<file path="src/rtl/alu_share_arb.sv">
// alu_share_arb: round-robin sharing of one external combinational ALU between two requesters
module alu_share_arb #(
    parameter int W      = 32,
    parameter int OPW    = 4,
    parameter int FLW    = 3,
    parameter int MAX_OP = 14
) (
    input  logic           clk,
    input  logic           rst_n,
    input  logic [1:0]     req_valid,
    output logic [1:0]     req_ready,
    input  logic [W-1:0]   req_a0,
    input  logic [W-1:0]   req_a1,
    input  logic [W-1:0]   req_b0,
    input  logic [W-1:0]   req_b1,
    input  logic [OPW-1:0] req_op0,
    input  logic [OPW-1:0] req_op1,
    output logic [1:0]     resp_valid,
    input  logic [1:0]     resp_ready,
    output logic [W-1:0]   resp_result,
    output logic [FLW-1:0] resp_flags,
    output logic           resp_err,
    output logic [W-1:0]   alu_rega,
    output logic [W-1:0]   alu_regb,
    output logic [OPW-1:0] alu_ctrl_s,
    input  logic [W-1:0]   alu_result,
    input  logic [FLW-1:0] alu_flags,
    output logic           busy
);
    typedef enum logic [1:0] {IDLE, EXEC, RESP} state_t;
    localparam logic [OPW-1:0] MAXC = OPW'(MAX_OP);
    state_t         state_q, state_d;
    logic [W-1:0]   opa_q, opa_d, opb_q, opb_d, res_q, res_d;
    logic [OPW-1:0] opc_q, opc_d;
    logic [FLW-1:0] flg_q, flg_d;
    logic           err_q, err_d, owner_q, owner_d, rr_q, rr_d, win;
    logic [1:0]     rv_q, rv_d, grant;
    always_comb begin
        win     = (req_valid == 2'b11) ? rr_q : req_valid[1];
        grant   = (state_q == IDLE && |req_valid) ? (win ? 2'b10 : 2'b01) : 2'b00;
        state_d = state_q;
        opa_d   = opa_q;
        opb_d   = opb_q;
        opc_d   = opc_q;
        owner_d = owner_q;
        rr_d    = rr_q;
        res_d   = res_q;
        flg_d   = flg_q;
        err_d   = err_q;
        rv_d    = rv_q;
        case (state_q)
            IDLE: if (|req_valid) begin
                opa_d   = win ? req_a1 : req_a0;
                opb_d   = win ? req_b1 : req_b0;
                opc_d   = win ? req_op1 : req_op0;
                owner_d = win;
                state_d = EXEC;
            end
            EXEC: begin
                // Illegal codes never expose whatever the ALU produced for them
                err_d   = opc_q > MAXC;
                res_d   = err_d ? '0 : alu_result;
                flg_d   = err_d ? '0 : alu_flags;
                rv_d    = owner_q ? 2'b10 : 2'b01;
                state_d = RESP;
            end
            RESP: if (resp_ready[owner_q]) begin
                rv_d    = 2'b00;
                rr_d    = ~owner_q;
                state_d = IDLE;
            end
            default: state_d = IDLE;
        endcase
    end
    always_ff @(posedge clk) begin
        if (!rst_n) begin
            state_q <= IDLE;
            opa_q   <= '0;
            opb_q   <= '0;
            opc_q   <= '0;
            owner_q <= 1'b0;
            rr_q    <= 1'b0;
            res_q   <= '0;
            flg_q   <= '0;
            err_q   <= 1'b0;
            rv_q    <= 2'b00;
        end else begin
            state_q <= state_d;
            opa_q   <= opa_d;
            opb_q   <= opb_d;
            opc_q   <= opc_d;
            owner_q <= owner_d;
            rr_q    <= rr_d;
            res_q   <= res_d;
            flg_q   <= flg_d;
            err_q   <= err_d;
            rv_q    <= rv_d;
        end
    end
    assign req_ready   = grant;
    assign resp_valid  = rv_q;
    assign resp_result = res_q;
    assign resp_flags  = flg_q;
    assign resp_err    = err_q;
    assign alu_rega    = opa_q;
    assign alu_regb    = opb_q;
    assign alu_ctrl_s  = opc_q;
    assign busy        = state_q != IDLE;
endmodule

</file>
<file path="config.mk">
export PLATFORM = sky130hd
export DESIGN_NAME = alu_share_arb
export DESIGN_NICKNAME = d
export VERILOG_FILES = /design/src/rtl/alu_share_arb.sv
export SDC_FILE = /design/constraint.sdc
export NUM_CORES = 1
export LEC_CHECK = 0
export ABC_AREA = 1
export CAP_MARGIN = 20
export CORE_AREA = 2 2 115 117
export CTS_CLUSTER_SIZE = 12
export DETAILED_ROUTE_END_ITERATION = 12
export DIE_AREA = 0 0 117 119
export PLACE_DENSITY_LB_ADDON = 0.05
export SETUP_SLACK_MARGIN = 0.2
export SYNTH_ARGS = -nofsm -noshare
export SYNTH_HDL_FRONTEND = slang
export SYNTH_SLANG_ARGS = --single-unit
</file>
<file path="constraint.sdc">
create_clock -name clk -period 2.5 [get_ports clk]
set_input_delay 0.5 -clock clk [delete_from_list [all_inputs] [get_ports clk]]
set_output_delay 0.5 -clock clk [all_outputs]
set_load 0.02 [all_outputs]
</file>
== After elaboration in Yosys (flattened, before gate mapping) ==
Index checks and enable logic that the tools add are counted.
W data, S select, Z words.
Operators by class
  eq/ne operators: 5
  magnitude comparators: 2
  bitwise gates (word level): 1
  multiplexer cells: 15
  reductions and logical operators: 9
Operators by type and width (number)
  $mux W32: 3
  $mux W2: 5
  $reduce_and A2 Y1: 4
  $pmux W2 S3: 1
  $eq A2 B2 Y1 const B: 2
  $gt A4 B4 Y1 const B: 1
  $mux W4: 1
  $pmux W2 S2: 1
  $reduce_bool A2 Y1: 2
  $mux W1: 3
  $mux W3: 1
  $eq A2 B1 Y1 const B: 1
  $logic_not A2 Y1: 1
  $lt A1 B2 Y1 const B: 1
  $ne A2 B1 Y1 const B: 1
  $ne A2 B2 Y1 const B: 1
  $reduce_or A2 Y1: 1
  $logic_and A1 B1 Y1: 1
  $not A1 Y1: 1
Storage, ports and cells
  bits in registers: 110
  logic and storage cells: 42
  output and inout port bits: 109
  input port bits: 177

== Logic depth before layout (Yosys ltp) ==
  word-level depth: 4
  depth in mapped cells: 8
  gate-level depth less buffers: 6

== Worst setup path before layout ==
OpenSTA, ideal clock, no wires.
  kind: input -> output
  start: in req_valid[1]
  end: out req_ready[1]
  stages on the path: 4
  path buffers: 1
  required time: 2000 ps
  slack: 903 ps
  data arrival time: 1097 ps
  cells stage by stage: buf_2 a21boi_0 nand2_1 inv_1
Between the ends
  cells in the longest elaborated chain, start to end: 4
  elaborated cells on any way between the ends: 6
RTL lines
  start: declaration: RTL line 10  | input logic [1:0] req_valid,
  $eq A2 B2 Y1: RTL line 39  | win = (req_valid == 2'b11) ? rr_q : req_valid[1];
  $mux W1: RTL line 39
  $mux W2: RTL line 40  | grant = (state_q == IDLE && |req_valid) ? (win ? 2'b10 : 2'b01) : 2'b00;
  $mux W2 (*): RTL line 40
  end: declaration: RTL line 11  | output logic [1:0] req_ready,
Every way passes the cells marked *; elsewhere a longest branch is shown, timed or not.

== Worst setup path in the final report ==
  start: in req_valid[0]
  end: out req_ready[1]
The elaborated chain is that of the path after synthesis.

==> load_flow_metrics.sql <==
INSERT INTO impl_metrics (metric_group, metric, value, unit) VALUES
('global_routing', 'first_global_vias', '5215', ''),
('worst_setup_path', 'crit_path_max_fanout', '3', ''),
('cts', 'cts.reportedPaths.clkPinSlew', '0.07', 'ns'),
('place', 'port_buffers', '285', ''),
('sta', 'report.final.slew_viol_count', '0', ''),
('cts', 'cts.repair_timing.setup_buffer_count', '0', ''),
('worst_setup_path', 'cp.arrival', '1.61', 'ns'),
('cts', 'clock_tree_from_tritoncts', 'done', ''),
('sta', 'skew_final', '0.008423', 'ns'),
('synthesis', 'mappedNetlistArea', '5349', 'um2'),
('global_routing', 'global_route_wire_length_before_repair', '25.80', 'mm'),
('floorplanning', 'fp.coreArea', '12870', 'um2'),
('synthesis', 'yosysTopAreaCellShare', '0.4117', ''),
('global_routing', 'grt_start_max_net_pins', '133', ''),
('floorplanning', 'core.rowCount', '42', ''),
('place', 'place_inst', '1209', ''),
('cts', 'postCtsResizedCells', '3', ''),
('final_layout', 'instances_no_fill', '1225', ''),
('pwr', 'power.leakage', '3.532', 'nW'),
('synthesis', 'synth.largest_area_cell', 'sky130_fd_sc_hd__dfxtp_1', ''),
('cts', 'clk_latency', '0.35', 'ns'),
('floorplanning', 'floorplan.die.height', '119', 'um'),
('worst_setup_path', 'path_cells', 'clkdlybuf4s50_1 > a21boi_1 > nand2_1 > inv_1 > dlygate4sd2_1', ''),
('route', 'drt_wl_total', '16.59', 'mm'),
('final_layout', 'most_frequent_standard_cell_in_the_layout_excluding_fill_and_tap_cells', 'sky130_fd_sc_hd__clkdlybuf4s50_1', ''),
('floorplanning', 'ios', '286', ''),
('sta', 'final-hold-violation-count', '0', ''),
('final_layout', 'area_delta_synth_final', '61.03', '%'),
('route', 'first_pass_iters', '6', ''),
('cts', 'clock_root_buffer', 'sky130_fd_sc_hd__clkbuf_16', ''),
('min_path', 'holdCritPathClass', 'reg -> reg', ''),
('pwr', 'vdd_ir_drop_max', '0.3322', 'mV'),
('place', 'place_ws', '0.03378', 'ns'),
('route', 'vias_per_std_cell', '4.686', ''),
('route', '1st_iter_drt_viols', '328', ''),
('floorplanning', 'initial_core_util', '0.4155', ''),
('cts', 'cts_num_sinks', '110', ''),
('sta', 'final.period_utilization', '0.8453', ''),
('sta', 'post-route-worst-setup-slack', '0.3867', 'ns'),
('route', 'dr_drc_count', '0', ''),
('worst_setup_path', 'cp_data_required_time', '2.00', 'ns'),
('worst_setup_path', 'setup.worst_path.end_class', 'output pin', ''),
('synthesis', 'synthesis.yosys.warnings', '0', ''),
('route', 'wl_per_cell', '13.54', 'um'),
('worst_setup_path', 'timing.setup.critical_path_class', 'in -> out', ''),
('place', 'gpl.final_weighted_congestion', '0.8238', ''),
('synthesis', 'ys_top_cells_by_area', 'sky130_fd_sc_hd__dfxtp_1, sky130_fd_sc_hd__nor2_1, sky130_fd_sc_hd__nand2_1, sky130_fd_sc_hd__a21boi_0, sky130_fd_sc_hd__nand3_1', ''),
('sta', 'fin_crit', '2.113', 'ns'),
('sta', 'setup_violations', '0', ''),
('floorplanning', 'floorplan.die_area', '13920', 'um2'),
('synthesis', 'synth.net_count', '976', ''),
('cts', 'cts_buffers', '9', ''),
('worst_setup_path', 'start_kind', 'input pin', ''),
('synthesis', 'synth_sequential_area_ratio', '0.4117', ''),
('global_routing', 'grt_usage', '0.2337', ''),
('route', 'antenna_left', '0', ''),
('pwr', 'design_power_total', '5.143', 'mW'),
('cts', 'clock_tree.htree_level_count', '3', ''),
('final_layout', 'layout-drive-gt1-share', '0.03340', ''),
('synthesis', 'yosys_register_bits', '110', ''),
('cts', 'hold_buffers', '0', ''),
('final_layout', 'layout_common_cells', 'sky130_fd_sc_hd__clkdlybuf4s50_1, sky130_fd_sc_hd__nor2_1, sky130_fd_sc_hd__nand2_1', ''),
('synthesis', 'postSynthCellCount', '799', ''),
('final_layout', 'fillCellCount', '1149', ''),
('sta', 'fmaxAchievable', '473.2', 'MHz'),
('status', 'outcome', 'finished, final reports clean', ''),
('sta', 'timing.max_slew.rel_slack', '0.5437', ''),
('run', 'cap_violations', '0', ''),
('global_routing', 'grt_antenna_before_repair', '1', ''),
('place', 'post-dp-hpwl', '11.48', 'mm'),
('pwr', 'powerDensity', '597.1', 'nW/um2');
-- synthesized netlist by cell type, drive strengths merged --
master and instances:
inv 42, clkbuf 26, nand2 152, nand3 70, a21boi 69, nand4 1, a21oi 41, o21ai 70
nor2 179, buf 39, dfxtp 110
-- layout make-up --
| class | instances | area (um2) | share of cell area |
|---|---|---|---|
| Antenna cell | 1 | 2.502 | 0.0002905 |
| Clock buffer | 12 | 246.5 | 0.02862 |
| Clock inverter | 3 | 68.82 | 0.007990 |
| Inverter | 42 | 157.7 | 0.01830 |
| Multi-Input combinational cell | 582 | 2693 | 0.3126 |
| Sequential cell | 110 | 2202 | 0.2557 |
| Tap cell | 176 | 220.2 | 0.02557 |
| Timing Repair Buffer | 299 | 3023 | 0.3510 |
-- where the power goes --
| part | internal, mW | switching (mW) | leakage [nW] |
|---|---|---|---|
| clock | 0.904 | 0.637 | 0.153 |
| sequential | 1.94 | 0.0873 | 0.908 |
| combinational | 0.785 | 0.793 | 2.47 |
| total | 3.63 | 1.52 | 3.53 |
-- routing by layer --
layer  share of wire  global-route usage  up-vias
met3           0.081             0.07634       17
met2            0.49              0.4068      166
met5               0                   0        -
met4           0.019             0.08897        0
li1                -                   -     3050
met1            0.41              0.2613     2507
-- kinds of logic (layout without fill, tap and decap cells) --
kind of cell,Yosys count,in the layout,share of synthesized area
DFF,110,110,0.4117
and+or+nand+nor,402,402,0.3013
AOI/OAI and AO/OA,180,180,0.2007
buffers and inverters,107,356,0.08632
other,0,1,0
-- critical path: cells and delay by family --
kind,cells,cell delay (ns)
and+or+nand+nor,1,0.09
AOI/OAI and AO/OA,1,0.21
buffers and inverters,3,0.81
-- final timing paths --
check | depth (start not counted) | to | from
max | 5 | req_ready[1] | req_valid[0]
min | 2 | resp_result[8]$_SDFFE_PN0P_ | resp_result[8]$_SDFFE_PN0P_
max reg2reg | 6 | resp_result[20]$_SDFFE_PN0P_ | state_q[1]$_SDFFE_PN0P_
min reg2reg | 2 | resp_result[8]$_SDFFE_PN0P_ | resp_result[8]$_SDFFE_PN0P_
-- sequential cells by signal, summed over array words and instances, names as in the netlist --
register and cells:
alu_regb 32, state_q 2, owner_q 1, resp_err 1, resp_flags 3, resp_result 32, alu_rega 32, resp_valid 2
rr_q 1, alu_ctrl_s 4
-- metrics by stage --
step / instance area [um2] / hold WS [ns]
5_1_grt: 8613 / 0.4849
3_5_place_dp: 8298 / 0.4561
6_report: 8613 / 0.4640
3_3_place_gp: 8298 / 0.4519
2_1_floorplan: 5349 / 0.4630
4_1_cts: 8611 / 0.4670
Note: power is estimated with default switching activity, not from simulation.
